[src/rtl/hazard_unit.sv]
// Hazard controller for the five-stage MIPS pipeline: forwarding selects, stall/flush
// generation, and a HI/LO busy counter. A shadow E/M/W destination pipeline means only decode fields are needed.
module hazard_unit #(
    parameter int unsigned REG_BITS   = 5,
    parameter int unsigned MD_LATENCY = 4
) (
    input  logic                clk,
    input  logic                rst_n,
    input  logic [REG_BITS-1:0] rs_d,
    input  logic [REG_BITS-1:0] rt_d,
    input  logic [REG_BITS-1:0] write_reg_d,
    input  logic                reg_write_d,
    input  logic                mem_to_reg_d,
    input  logic                branch_d,
    input  logic                md_start_d,
    input  logic                mf_hilo_d,
    output logic [1:0]          forward_a_e,
    output logic [1:0]          forward_b_e,
    output logic                forward_a_d,
    output logic                forward_b_d,
    output logic                stall_f,
    output logic                stall_d,
    output logic                flush_e
);

    localparam int unsigned CNT_W = $clog2(MD_LATENCY + 1);

    logic [REG_BITS-1:0] rs_e_q, rt_e_q;
    logic [REG_BITS-1:0] write_reg_e_q, write_reg_m_q, write_reg_w_q;
    logic                reg_write_e_q, reg_write_m_q, reg_write_w_q;
    logic                mem_to_reg_e_q, mem_to_reg_m_q;
    logic [CNT_W-1:0]    md_cnt_q, md_cnt_d;

    logic       lw_stall, br_stall, md_stall, stall, busy;
    logic       e_rs, e_rt, m_rs, m_rt;
    logic [1:0] fwd_a, fwd_b;

    function automatic logic match(input logic rw, input logic [REG_BITS-1:0] wr,
                                   input logic [REG_BITS-1:0] r);
        return rw && (wr != '0) && (wr == r);
    endfunction

    function automatic logic [1:0] fwd_sel(input logic [REG_BITS-1:0] r,
                                           input logic rw_m, input logic [REG_BITS-1:0] wr_m,
                                           input logic rw_w, input logic [REG_BITS-1:0] wr_w);
        if (match(rw_m, wr_m, r))      return 2'b10;
        else if (match(rw_w, wr_w, r)) return 2'b01;
        else                           return 2'b00;
    endfunction

    always_comb begin
        busy     = (md_cnt_q != '0);
        e_rs     = match(reg_write_e_q, write_reg_e_q, rs_d);
        e_rt     = match(reg_write_e_q, write_reg_e_q, rt_d);
        m_rs     = match(reg_write_m_q, write_reg_m_q, rs_d);
        m_rt     = match(reg_write_m_q, write_reg_m_q, rt_d);
        lw_stall = mem_to_reg_e_q && (e_rs || e_rt);
        br_stall = branch_d && (e_rs || e_rt || (mem_to_reg_m_q && (m_rs || m_rt)));
        md_stall = (md_start_d || mf_hilo_d) && busy;
        stall    = lw_stall || br_stall || md_stall;
        fwd_a    = fwd_sel(rs_e_q, reg_write_m_q, write_reg_m_q, reg_write_w_q, write_reg_w_q);
        fwd_b    = fwd_sel(rt_e_q, reg_write_m_q, write_reg_m_q, reg_write_w_q, write_reg_w_q);

        // A stalled md_start_d is not accepted, so it must not reload the counter.
        md_cnt_d = md_cnt_q;
        if (md_start_d && !stall)
            md_cnt_d = CNT_W'(MD_LATENCY);
        else if (busy)
            md_cnt_d = md_cnt_q - CNT_W'(1);
    end

    always_comb begin
        forward_a_e = rst_n ? fwd_a : 2'b00;
        forward_b_e = rst_n ? fwd_b : 2'b00;
        forward_a_d = rst_n && m_rs;
        forward_b_d = rst_n && m_rt;
        stall_f     = rst_n && stall;
        stall_d     = rst_n && stall;
        flush_e     = rst_n && stall;
    end

    always_ff @(posedge clk or negedge rst_n) begin
        if (!rst_n) begin
            rs_e_q         <= '0;
            rt_e_q         <= '0;
            write_reg_e_q  <= '0;
            reg_write_e_q  <= 1'b0;
            mem_to_reg_e_q <= 1'b0;
            write_reg_m_q  <= '0;
            reg_write_m_q  <= 1'b0;
            mem_to_reg_m_q <= 1'b0;
            write_reg_w_q  <= '0;
            reg_write_w_q  <= 1'b0;
            md_cnt_q       <= '0;
        end else begin
            if (stall) begin
                rs_e_q         <= '0;
                rt_e_q         <= '0;
                write_reg_e_q  <= '0;
                reg_write_e_q  <= 1'b0;
                mem_to_reg_e_q <= 1'b0;
            end else begin
                rs_e_q         <= rs_d;
                rt_e_q         <= rt_d;
                write_reg_e_q  <= write_reg_d;
                reg_write_e_q  <= reg_write_d;
                mem_to_reg_e_q <= mem_to_reg_d;
            end
            write_reg_m_q  <= write_reg_e_q;
            reg_write_m_q  <= reg_write_e_q;
            mem_to_reg_m_q <= mem_to_reg_e_q;
            write_reg_w_q  <= write_reg_m_q;
            reg_write_w_q  <= reg_write_m_q;
            md_cnt_q       <= md_cnt_d;
        end
    end

endmodule

[config.mk]
export PLATFORM = sky130hd
export DESIGN_NAME = hazard_unit
export DESIGN_NICKNAME = d
export VERILOG_FILES = /design/src/rtl/hazard_unit.sv
export SDC_FILE = /design/constraint.sdc
export NUM_CORES = 1
export LEC_CHECK = 0
export ABC_AREA = 1
export CORE_MARGIN = 10
export CORE_UTILIZATION = 48
export CTS_CLUSTER_DIAMETER = 30
export DETAILED_ROUTE_END_ITERATION = 12
export GPL_TIMING_DRIVEN = 1
export HOLD_SLACK_MARGIN = 0.05
export PLACE_DENSITY = 0.73
export SETUP_SLACK_MARGIN = 0.1
export SYNTH_ARGS = -nofsm -noshare
export SYNTH_HDL_FRONTEND = slang
export SYNTH_SLANG_ARGS = --single-unit
[constraint.sdc]
create_clock -name clk -period 1.9 [get_ports clk]
set_clock_uncertainty 0.15 [all_clocks]
set_input_delay 0.285 -clock clk [delete_from_list [all_inputs] [get_ports clk]]
set_output_delay 0.285 -clock clk [all_outputs]
set_load 0.01 [all_outputs]
[Word-level counts from Yosys, hierarchy flattened]
Index checks and enable logic that the tools add are counted.
Operators by class
  add/subtract/negate cells: 1
  eq/ne operators: 8
  muxes and demuxes: 13
  reductions and logical operators: 31
Operators with widths (count)
  equality test 5 bit: 8
  logical AND 1 bit: 19
  two-way mux 5 bit: 3
  nonzero test 5 bit: 3
  two-way mux 2 bit: 4
  logical OR 1 bit: 6
  two-way mux 3 bit: 2
  two-way mux 1 bit: 4
  nonzero test 3 bit: 1
  subtractor 3 x 1 -> 3 bit, second input constant: 1
  nonzero test 2 bit: 1
  logical NOT 1 bit: 1
Storage, ports and cells
  bits in registers: 33
  output and inout port bits: 9
  word-level logic and storage cells: 64

[Depth between registers and ports, before layout]
  depth in word-level cells: 12
  depth in mapped cells: 14
  gate-level depth less buffers: 13

[Worst setup path before layout]
Ideal clock, no wire load.
  path type: register to output
  start: register write_reg_m_q[1]
  end: output stall_d
  arrival time: 1.556 ns
  data required time: 1.465 ns
  slack: -0.091 ns
  cell stages (with the launch flop): 14
  path through: dfrtp_1 buf_4 inv_2 nand2_1 nand2_1 nand2_1 nor2_1 nand3_1 nand2_1 nand2_1 nand2_1 nand2_2 a21oi_1 buf_4
On the way
  word-level cells in the longest chain between the ends: 10
RTL lines
  from (decl): RTL line 29  | logic [REG_BITS-1:0] write_reg_e_q, write_reg_m_q, write_reg_w_q;
  from (signal assigned): RTL line 109  | write_reg_m_q <= write_reg_e_q;
  nonzero test 5 bit: RTL line 40  | return rw && (wr != '0) && (wr == r);
  logical AND 1 bit (2 in series): RTL line 40
  logical OR 1 bit (*): RTL line 58  | br_stall = branch_d && (e_rs || e_rt || (mem_to_reg_m_q && (m_rs || m_rt)));
  logical AND 1 bit (*): RTL line 58
  logical OR 1 bit (*): RTL line 58
  logical AND 1 bit (*): RTL line 58
  logical OR 1 bit (*) (2 in series): RTL line 60  | stall = lw_stall || br_stall || md_stall;
  logical AND 1 bit (*)
  to (decl): RTL line 22  | output logic stall_d,
Every way passes the cells marked *; elsewhere a longest branch is shown, timed or not.

[Worst setup path in the final report]
  start: register write_reg_m_q[2]
  end: output stall_f
On the way
  word-level cells in the longest chain between the ends: 10
RTL lines
  nonzero test 5 bit: RTL line 40
  logical AND 1 bit (2 in series): RTL line 40
  logical OR 1 bit (*): RTL line 58
  logical AND 1 bit (*): RTL line 58
  logical OR 1 bit (*): RTL line 58
  logical AND 1 bit (*): RTL line 58
  logical OR 1 bit (*) (2 in series): RTL line 60
  logical AND 1 bit (*): RTL line 77  | stall_f = rst_n && stall;
  to (decl): RTL line 21  | output logic stall_f,
Marks and branches as above.

==> qor.yml <==
rsz0062_at_grt: "yes"
r2r_cells: 14
cts_tree: "yes"
ys_types: 26
ys_ff_latch: 33
synth.top_cells.by_area: "dfrtp_1 44%, xor2_1 8.9%, inv_1 6.6%"
multi_input_area_sq_um: 922.1
coreArea_sq_um: 3716
io_pins: 31
required_ps: 1460
dpl.hpwl_mm: 3.240
power_density_nw_per_um2: 1052
slew_viol_final: 0
cp.arrival_ps: 1870
fmax_mhz: 433.8
placementRows: 22
crit_start: "write_reg_m_q[2]"
antenna_cells_inserted: 0
min_period_ps: 2305
cts.sinks: 33
globalplace.congestion: 0.8410
period_share_pct: 121.3
ys_top_cells_by_count: "33 x dfrtp_1, 33 x inv_1, 29 x nand2_1"
reg2reg_from: "write_reg_m_q[2]"
die_area_sq_um: 6794
drt-initial-drc-count: 67
root_buffer: "clkbuf_8"
via_per_inst: 4.638
synth_flop_cell: "dfrtp_1"
finish.utilization_pct: 72.22
cts_max_level: 2
pre_cts_ws_ps: -809.3
netlist_area_sq_um: 1871
die_width_um: 82.43
ir_drop_mv: 0.8291
nNetsFinal: 304
place_inst: 312
worstSetupEndpointType: "output port"
r2r-end: "write_reg_e_q[4]"
dr.pass1.iters: 4
ys_warn_count: 0
clk_path_buf_depth: 2
ys_seq_area_share_pct: 44.15
synth_nets: 231
status: "finished, violations left"
tightest_slew_ps: 486.9
port_buffers: 30
holdCritPathClass: "reg2reg"
clkPwrFrac_pct: 17.5
hold_violations: 0
gr-total-overflow: 0
syn_area_per_cell_sq_um: 9.036
start_util_pct: 50.34
finalPower_mw: 2.825
cap_violations: 0
p_int_mw: 1.823
antenna_found_initial: 0
drive_gt1_share_pct: 34.88
p_comb_share_pct: 46.8
slew_headroom_pct: 67.12
syn_to_final_growth_pct: 43.48
routed_wirelength_mm: 4.368
clkLatencyLatePin_ps: 290
cp-endpoint: "stall_f"
postLayoutSetupSlackWorst_ps: -405.3
setup_viol: 27
cts_buffers: 5
r2r_setup_slack_ps: -110
place_area_sq_um: 2459
switching_power_mw: 1.002
yosysTopAreaCell: "dfrtp_1"
routedWlPerCell_um: 13.28
grt_pass1_wl_mm: 6.872
grt_pass1_vias: 1506
fillers: 260
switching_share_pct: 35.47
synth_edf_count: 0
ant_nets: 0
seq_power_share_pct: 35.7
grt_max_degree: 34
violations: "setup timing"
path_class: "reg2out"
async_reset_ff_share_pct: 100.0
stdcell_count: 329
crit_fanout: 3
grt_use_total_pct: 13.32
path_clk_slew_ps: 60
synthCells: 207
seq_area_sq_um: 830.8
die_h_um: 82.43
vias: 1526
synth_top_area_share_pct: 44.15
p_leak_nw: 1.389
drcViolationCount: 0
start_kind: "flip-flop"
final_cell_area_sq_um: 2684
==> through the flow <==
step	hold slack (ps)	setup TNS (ps)
after floorplan	-160.6	0
after global placement	204.7	-11140
after detailed placement	223.1	-11910
after CTS	236.7	-2540
after global routing	246.6	-6962
final	239.6	-4203
==> power by group through the flow <==
stage	logic, mW	registers (mW)	clock network [mW]
6_report	1.32	1.01	0.494
5_1_grt	1.45	1.03	0.527
4_1_cts	1.21	1.01	0.502
3_5_place_dp	1.12	1.03	0
3_3_place_gp	1.09	1.02	0
2_1_floorplan	0.765	0.977	0
==> critical path, stage by stage (launching register included) <==
cell,delay [ps]
dfrtp_2,440
buf_12,140
xor2_2,140
nor2_2,160
nand3_2,90
nand2_1,90
nand2_1,60
nand2_1,70
nand2_2,80
a21oi_4,160
buf_2,160
==> registers in the layout, summed over array words and instances (netlist names) <==
| register | cells |
|---|---|
| md_cnt_q | 3 |
| mem_to_reg_e_q | 1 |
| mem_to_reg_m_q | 1 |
| reg_write_e_q | 1 |
| reg_write_m_q | 1 |
| reg_write_w_q | 1 |
| rs_e_q | 5 |
| rt_e_q | 5 |
| write_reg_e_q | 5 |
| write_reg_m_q | 5 |
| write_reg_w_q | 5 |
==> area by class of cell <==
cell class | count | share of cell area [%]
multi-input combinational | 131 | 34.36
sequential | 33 | 30.96
timing repair buffer | 74 | 24.48
inverter | 35 | 4.895
clock buffer | 6 | 2.704
tap | 48 | 2.238
clock inverter | 2 | 0.3730
==> worst min-delay path by stage <==
stage	startpoint	to	slack (ps)	cells past startpoint
floorplan	rst_n	md_cnt_q[0]	-160	0
global placement	reg_write_e_q	reg_write_m_q	200	0
detailed placement	reg_write_e_q	reg_write_m_q	220	0
CTS	reg_write_e_q	reg_write_m_q	240	0
global route	reg_write_e_q	reg_write_m_q	250	0
finish	reg_write_e_q	reg_write_m_q	240	0
==> routing by layer <==
layer	GRT usage (%)	share of wire, %	vias up
li1	-	-	769
met1	14.38	38	712
met2	22.94	54	34
met4	7.823	2.7	0
met3	3.564	5.2	11
met5	0	0	-
==> repair_timing <==
action / CTS / global route
gates resized for setup: 56 / 6
hold buffers: 0 / 0
buffers inserted: 4 / 5
pin swaps: 5 / 3
setup endpoints to repair: 29 / 29
gates cloned: 0 / 1
==> cell families after synthesis <==
kind of cell               share of synthesized area (%)
AOI/OAI and AO/OA                                  3.478
xor gates and xnor gates                           14.52
adders and majority gates                          1.338
buffers and inverters                              11.51
DFF                                                44.15
and+or+nand+nor                                    25.02
==> layout by cell type (no fill, tap or decap), drive strengths merged <==
cell	n
clkbuf	7
nand2	32
o22ai	2
xor2	19
o41ai	1
xnor2	12
inv	35
dlygate4sd2	5
nor2	30
clkinv	2
buf	52
ha	2
nand3	13
a21oi	4
nor3	3
nor4	2
dfrtp	33
o21ai	3
clkdlybuf4s50	16
a221oi	1
nand3b	1
or2	6
No activity file was read; power rests on OpenSTA's default activity.
